===== src/rtl/bp_me_axil_master.sv =====
// ============================================================================
// Module   : bp_me_axil_master
// Brief    : BedRock uncached I/O command -> single AXI4-Lite manager access.
//            Optional error counter: define BP_ME_AXIL_MASTER_ERR_CNT_EN.
// Revision : 1.0  initial release
// ============================================================================
`default_nettype none

module bp_me_axil_master #(
    parameter int paddr_width_p     = 40,
    parameter int did_width_p       = 4,
    parameter int lce_id_width_p    = 8,
    parameter int lce_assoc_p       = 8,
    parameter int axil_data_width_p = 32,
    parameter int axil_addr_width_p = 32,
    localparam int axil_mask_width_lp  = axil_data_width_p >> 3,
    localparam int payload_width_lp    = did_width_p + lce_id_width_p + $clog2(lce_assoc_p),
    localparam int mem_header_width_lp = payload_width_lp + 3 + paddr_width_p + 8
) (
    input  logic                           clk_i,
    input  logic                           reset_n_i,

    input  logic [mem_header_width_lp-1:0] io_cmd_header_i,
    input  logic [axil_data_width_p-1:0]   io_cmd_data_i,
    input  logic                           io_cmd_v_i,
    output logic                           io_cmd_ready_and_o,
    input  logic                           io_cmd_last_i,

    output logic [mem_header_width_lp-1:0] io_resp_header_o,
    output logic [axil_data_width_p-1:0]   io_resp_data_o,
    output logic                           io_resp_v_o,
    input  logic                           io_resp_ready_and_i,
    output logic                           io_resp_last_o,

    output logic [axil_addr_width_p-1:0]   m_axil_awaddr_o,
    output logic [2:0]                     m_axil_awprot_o,
    output logic                           m_axil_awvalid_o,
    input  logic                           m_axil_awready_i,

    output logic [axil_data_width_p-1:0]   m_axil_wdata_o,
    output logic [axil_mask_width_lp-1:0]  m_axil_wstrb_o,
    output logic                           m_axil_wvalid_o,
    input  logic                           m_axil_wready_i,

    input  logic [1:0]                     m_axil_bresp_i,
    input  logic                           m_axil_bvalid_i,
    output logic                           m_axil_bready_o,

    output logic [axil_addr_width_p-1:0]   m_axil_araddr_o,
    output logic [2:0]                     m_axil_arprot_o,
    output logic                           m_axil_arvalid_o,
    input  logic                           m_axil_arready_i,

    input  logic [axil_data_width_p-1:0]   m_axil_rdata_i,
    input  logic [1:0]                     m_axil_rresp_i,
    input  logic                           m_axil_rvalid_i,
    output logic                           m_axil_rready_o,

    output logic [15:0]                    err_count_o
);

    localparam int         c_LG_MASK   = $clog2(axil_mask_width_lp);
    localparam logic [2:0] c_MAX_LG    = 3'(c_LG_MASK);
    localparam logic [3:0] c_MSG_UC_RD = 4'd2;

    typedef enum logic [2:0] {
        e_ready     = 3'd0,
        e_rd_addr   = 3'd1,
        e_rd_data   = 3'd2,
        e_wr        = 3'd3,
        e_wr_resp   = 3'd4,
        e_resp      = 3'd5
    } state_e;

    state_e r_state, w_state_nxt;

    logic [mem_header_width_lp-1:0] r_hdr;
    logic [axil_data_width_p-1:0]   r_wdata;
    logic [axil_mask_width_lp-1:0]  r_strb;
    logic [axil_addr_width_p-1:0]   r_addr;
    logic [c_LG_MASK-1:0]           r_off;
    logic [c_LG_MASK-1:0]           r_bytes_m1;
    logic [axil_data_width_p-1:0]   r_rdata;
    logic                           r_aw_done;
    logic                           r_w_done;

    logic                           w_cmd_hs, w_aw_hs, w_w_hs, w_r_hs, w_b_hs;
    logic [3:0]                     w_msg;
    logic [2:0]                     w_size;
    logic [2:0]                     w_size_lg;
    logic [axil_addr_width_p-1:0]   w_addr;
    logic [c_LG_MASK-1:0]           w_bytes_m1;
    logic [c_LG_MASK-1:0]           w_off;
    logic [axil_mask_width_lp-1:0]  w_strb;
    logic [axil_data_width_p-1:0]   w_resp_data;

    assign w_msg     = io_cmd_header_i[3:0];
    assign w_addr    = io_cmd_header_i[8 +: axil_addr_width_p];
    assign w_size    = io_cmd_header_i[8 + paddr_width_p +: 3];
    assign w_size_lg = (w_size > c_MAX_LG) ? c_MAX_LG : w_size;

    // bytes-1 is a mask of the low size_lg bits; lanes sharing the aligned offset get strobed.
    always_comb begin
        w_bytes_m1 = '0;
        for (int b = 0; b < c_LG_MASK; b++) begin
            w_bytes_m1[b] = (b < int'(w_size_lg));
        end
        w_off  = w_addr[c_LG_MASK-1:0] & ~w_bytes_m1;
        w_strb = '0;
        for (int i = 0; i < axil_mask_width_lp; i++) begin
            w_strb[i] = ((i & ~int'(w_bytes_m1)) == int'(w_off));
        end
    end

    // Output byte i takes the field byte (i mod bytes), which replicates the field.
    always_comb begin
        w_resp_data = '0;
        for (int i = 0; i < axil_mask_width_lp; i++) begin
            w_resp_data[8*i +: 8] = r_rdata[8*(int'(r_off) | (i & int'(r_bytes_m1))) +: 8];
        end
    end

    always_ff @(posedge clk_i or negedge reset_n_i) begin
        if (!reset_n_i) begin
            r_state <= e_ready;
        end else begin
            r_state <= w_state_nxt;
        end
    end

    always_comb begin
        w_state_nxt        = r_state;
        io_cmd_ready_and_o = 1'b0;
        m_axil_arvalid_o   = 1'b0;
        m_axil_rready_o    = 1'b0;
        m_axil_awvalid_o   = 1'b0;
        m_axil_wvalid_o    = 1'b0;
        m_axil_bready_o    = 1'b0;
        io_resp_v_o        = 1'b0;
        case (r_state)
            e_ready: begin
                io_cmd_ready_and_o = reset_n_i;
                if (io_cmd_v_i && reset_n_i) begin
                    w_state_nxt = (w_msg == c_MSG_UC_RD) ? e_rd_addr : e_wr;
                end
            end
            e_rd_addr: begin
                m_axil_arvalid_o = 1'b1;
                if (m_axil_arready_i) w_state_nxt = e_rd_data;
            end
            e_rd_data: begin
                m_axil_rready_o = 1'b1;
                if (m_axil_rvalid_i) w_state_nxt = e_resp;
            end
            e_wr: begin
                m_axil_awvalid_o = !r_aw_done;
                m_axil_wvalid_o  = !r_w_done;
                if ((r_aw_done || m_axil_awready_i) && (r_w_done || m_axil_wready_i)) begin
                    w_state_nxt = e_wr_resp;
                end
            end
            e_wr_resp: begin
                m_axil_bready_o = 1'b1;
                if (m_axil_bvalid_i) w_state_nxt = e_resp;
            end
            e_resp: begin
                io_resp_v_o = 1'b1;
                if (io_resp_ready_and_i) w_state_nxt = e_ready;
            end
            default: w_state_nxt = e_ready;
        endcase
    end

    assign w_cmd_hs = io_cmd_v_i && io_cmd_ready_and_o;
    assign w_aw_hs  = m_axil_awvalid_o && m_axil_awready_i;
    assign w_w_hs   = m_axil_wvalid_o && m_axil_wready_i;
    assign w_r_hs   = m_axil_rready_o && m_axil_rvalid_i;
    assign w_b_hs   = m_axil_bready_o && m_axil_bvalid_i;

    always_ff @(posedge clk_i or negedge reset_n_i) begin
        if (!reset_n_i) begin
            r_hdr      <= '0;
            r_wdata    <= '0;
            r_strb     <= '0;
            r_addr     <= '0;
            r_off      <= '0;
            r_bytes_m1 <= '0;
            r_rdata    <= '0;
            r_aw_done  <= 1'b0;
            r_w_done   <= 1'b0;
        end else begin
            if (w_cmd_hs) begin
                r_hdr      <= io_cmd_header_i;
                r_wdata    <= io_cmd_data_i;
                r_strb     <= w_strb;
                r_addr     <= w_addr;
                r_off      <= w_off;
                r_bytes_m1 <= w_bytes_m1;
                r_rdata    <= '0;
                r_aw_done  <= 1'b0;
                r_w_done   <= 1'b0;
            end
            if (w_aw_hs) r_aw_done <= 1'b1;
            if (w_w_hs)  r_w_done  <= 1'b1;
            if (w_r_hs)  r_rdata   <= m_axil_rdata_i;
        end
    end

    assign m_axil_awaddr_o  = r_addr;
    assign m_axil_araddr_o  = r_addr;
    assign m_axil_awprot_o  = 3'b000;
    assign m_axil_arprot_o  = 3'b000;
    assign m_axil_wdata_o   = r_wdata;
    assign m_axil_wstrb_o   = r_strb;
    assign io_resp_header_o = r_hdr;
    assign io_resp_data_o   = w_resp_data;
    assign io_resp_last_o   = io_resp_v_o;

`ifdef BP_ME_AXIL_MASTER_ERR_CNT_EN
    logic        w_err_ev;
    logic [15:0] r_err_cnt;

    assign w_err_ev = (w_r_hs && (m_axil_rresp_i != 2'b00))
                   || (w_b_hs && (m_axil_bresp_i != 2'b00));

    always_ff @(posedge clk_i or negedge reset_n_i) begin
        if (!reset_n_i) begin
            r_err_cnt <= '0;
        end else if (w_err_ev && (r_err_cnt != 16'hFFFF)) begin
            r_err_cnt <= r_err_cnt + 16'd1;
        end
    end

    assign err_count_o = r_err_cnt;

    logic w_unused;
    assign w_unused = io_cmd_last_i;
`else
    assign err_count_o = 16'h0;

    logic w_unused;
    assign w_unused = ^{io_cmd_last_i, m_axil_rresp_i, m_axil_bresp_i, w_b_hs};
`endif

endmodule

`default_nettype wire


===== config.mk =====
export PLATFORM = sky130hd
export DESIGN_NAME = bp_me_axil_master
export DESIGN_NICKNAME = d
export VERILOG_FILES = /design/src/rtl/bp_me_axil_master.sv
export SDC_FILE = /design/constraint.sdc
export NUM_CORES = 1
export LEC_CHECK = 0
export BUFFER_PORTS_ARGS = -buffer_cell sky130_fd_sc_hd__buf_4
export CORE_AREA = 2 2 143 145
export DETAILED_ROUTE_END_ITERATION = 10
export DIE_AREA = 0 0 145 147
export GPL_ROUTABILITY_DRIVEN = 1
export GPL_TIMING_DRIVEN = 1
export HOLD_SLACK_MARGIN = 0.08
export PLACE_DENSITY = 0.66
export RECOVER_POWER = 50
export REMOVE_ABC_BUFFERS = 1
export SETUP_SLACK_MARGIN = 0.3
export SKIP_CTS_REPAIR_TIMING = 1
export SLEW_MARGIN = 20
export SYNTH_ARGS = -nofsm -noshare
export SYNTH_HDL_FRONTEND = slang
export SYNTH_SLANG_ARGS = --single-unit

===== constraint.sdc =====
create_clock -name clk_i -period 2.4 [get_ports clk_i]
set_input_delay 0.36 -clock clk_i [delete_from_list [all_inputs] [get_ports clk_i]]
set_output_delay 0.36 -clock clk_i [all_outputs]
set_load 0.01 [all_outputs]

==> metrics.cfg <==
[outcome]
status = completed

[clocking]
cts_max_level = 4
cts_made_buffers = 17
path_clk_slew_ns = 0.06
clock-sinks = 143
clk_path_buf_depth = 2
cts-root-buf = clkbuf_16
cts_tree = done
insertion_delay_ns = 0.42

[floorplan]
die_y_um = 147
start_util = 0.3483
pin_count = 372
num_rows = 52
core-area_sq_um = 19840
die-area_sq_um = 21320
die_w_um = 145

[worst_setup_path]
end_kind = output pin
cp_data_arrival_time_ns = 1.78
critical_path_required_ns = 2.04
cp_cell_sequence = nor2_4 > buf_12 > mux2i_4 > mux2i_1 > buf_4
critPathMaxFanout = 4
path_class = flop to output pin
critPathSlowestCell = dfrtp_2
slowest_delay_ns = 0.44
cp-start-kind = flop

[job]
cap_violations = 0

[power_and_ir_drop]
p_per_area_nw_per_um2 = 1400
p_leak_uw = 0.004962
irDropWorstVdd_uv = 557.3
total_power_uw = 13530

[timing]
slew_headroom = 0.3981
tns_ns = 0
hold_violations = 0
finalCriticalPeriod_ns = 2.135
skew_ns = 0.008288
worst_slack_ns = 0.2648
setup_viol = 0
tightest_slew_ns = 0.9028
grt_setup_unrepaired = true
finalMaxSlewViolations = 0
period_share = 0.8897
fmax_mhz = 468.3

[synth]
synth_compound_area_frac = 0.05648
synth_cell_types = 33
synth_top_cell_area_share = 0.5177
postSynthCellCount = 703
synth_top_family_by_area = simple AND/OR/NAND/NOR gates
ys.warnings.count = 0
yosysSeqAreaShare = 0.5177
yosysTopAreaCell = dfrtp_1
synthArstFlopShare = 1.000
ys.flop_type = dfrtp_1
synth-xor-area-share = 0
ys_ff_latch = 143
synth_edf_count = 0
synthMuxAreaShare = 0.1034
synth_fa_ha_area_frac = 0
syn-cell-area_sq_um = 6912
synth_area_leaders = dfrtp_1 (52%), nand2_1 (16%), buf_4 (9.9%)
avgSynthCellArea_sq_um = 9.832
synthSimpleGateAreaFrac = 0.1932

[finish]
drive_above_1_share = 0.3397
stdcell_count = 1271
layout.nets = 1132
seq_area_sq_um = 3580
diodes = 0
area_delta_synth_final_pct = 39.83
nFillCells = 1971
layout_commonest_cell = nand2_1
multi_input_comb_area_sq_um = 2651
final_cell_mix = nand2_1 (302), buf_4 (251), dfrtp_1 (142)

[placed_design]
place_congestion = 0.7892
numPortBuffers = 344
dp_slack_ns = 0.4086
dp_hpwl_mm = 14.30
placed_cells = 1225

[global_routing]
grt_pass1_wl_mm = 30.79
antenna_found_initial = 0
grt_max_degree = 144
overflow = 0
grt_util_all_layers = 0.1823
grt_pass1_vias = 5636

[drt]
drt_wl_total_mm = 20.10
ant_nets = 0
drt_first_iter_violations = 225
first_pass_iters = 5
routed_via_density = 4.536
routed-via-count = 5765
drc = 0
wl_per_cell_um = 15.82

[hold_path]
min_path_type = input pin to asynchronous set/reset pin

-- metrics by stage --
stage | util | hold slack (ns) | cell area [sq um]
6_report | 0.4870 | 0.1051 | 9664
2_1_floorplan | - | 0.06441 | 6105
3_5_place_dp | 0.4619 | 0.4633 | 9166
5_1_grt | 0.4870 | 0.1057 | 9664
4_1_cts | 0.4908 | 0.1006 | 9739
3_3_place_gp | 0.4619 | 0.4602 | 9166
-- worst paths after layout --
path,startpoint,slack [ns],to,cells past startpoint
max in group asynchronous,reset_n_i,1.47,r_off[0]$_DFFE_PN0P_,2
min,reset_n_i,0.11,m_axil_wdata_o[12]$_DFFE_PN0P_,2
min in group clk_i,io_cmd_header_i[34],0.13,io_resp_header_o[34]$_DFFE_PN0P_,3
min reg2reg,io_resp_header_o[64]$_DFFE_PN0P_,0.47,io_resp_header_o[64]$_DFFE_PN0P_,2
max,r_off[0]$_DFFE_PN0P_,0.26,io_resp_data_o[11],5
max reg2reg,r_state[1]$_DFFE_PN0P_,0.51,r_rdata[11]$_DFFE_PN0P_,5
-- logic make-up (layout without fill, tap and decap cells) --
kind of cell / count (synthesis) / after routing
flip-flops: 143 / 143
multiplexers: 51 / 51
buffers and inverters: 126 / 403
AND/OR/NAND/NOR: 334 / 334
other: 1 / 22
AO/OA/AOI/OAI: 48 / 48
-- cells in the mapped netlist, types with 3 or more instances --
cell type	number
a22o_1	34
nor2_1	9
a31oi_1	4
clkbuf_1	9
buf_2	18
nand2b_1	5
nand2_1	303
mux2i_1	32
nor3_1	3
mux2_2	3
o21ai_0	4
dfrtp_1	143
buf_6	7
mux4_2	16
buf_4	91
-- layout make-up --
class / count / share of cell area
sequential: 143 / 0.3704
tap: 270 / 0.03496
clock inverter: 13 / 0.01346
timing repair buffer: 370 / 0.2606
multi-input combinational: 455 / 0.2743
inverter: 1 / 0.0003884
clock buffer: 19 / 0.04583
-- sequential cells by signal, summed over array words and instances (netlist names) --
name              flops
io_resp_header_o     66
m_axil_wdata_o       32
r_rdata              32
m_axil_wstrb_o        4
r_state               3
r_bytes_m1            2
r_off                 2
r_aw_done             1
r_w_done              1
-- power by group --
group,switching (uW),internal [uW]
sequential,986,3480
combinational,3240,3250
clock,1090,1480
-- worst max-delay path, delay by kind of cell, from the launching register on --
family	cells	cell delay [ns]
buffers and inverters	2	0.33
muxes	2	0.37
DFF	1	0.44
and+or+nand+nor	1	0.22
-- layer usage --
layer	track usage	wire, um
met5	0	0
met4	0.05446	264
met3	0.06118	1584
met2	0.3083	10150
met1	0.2224	8102
Note: power is estimated with default switching activity, not from simulation.
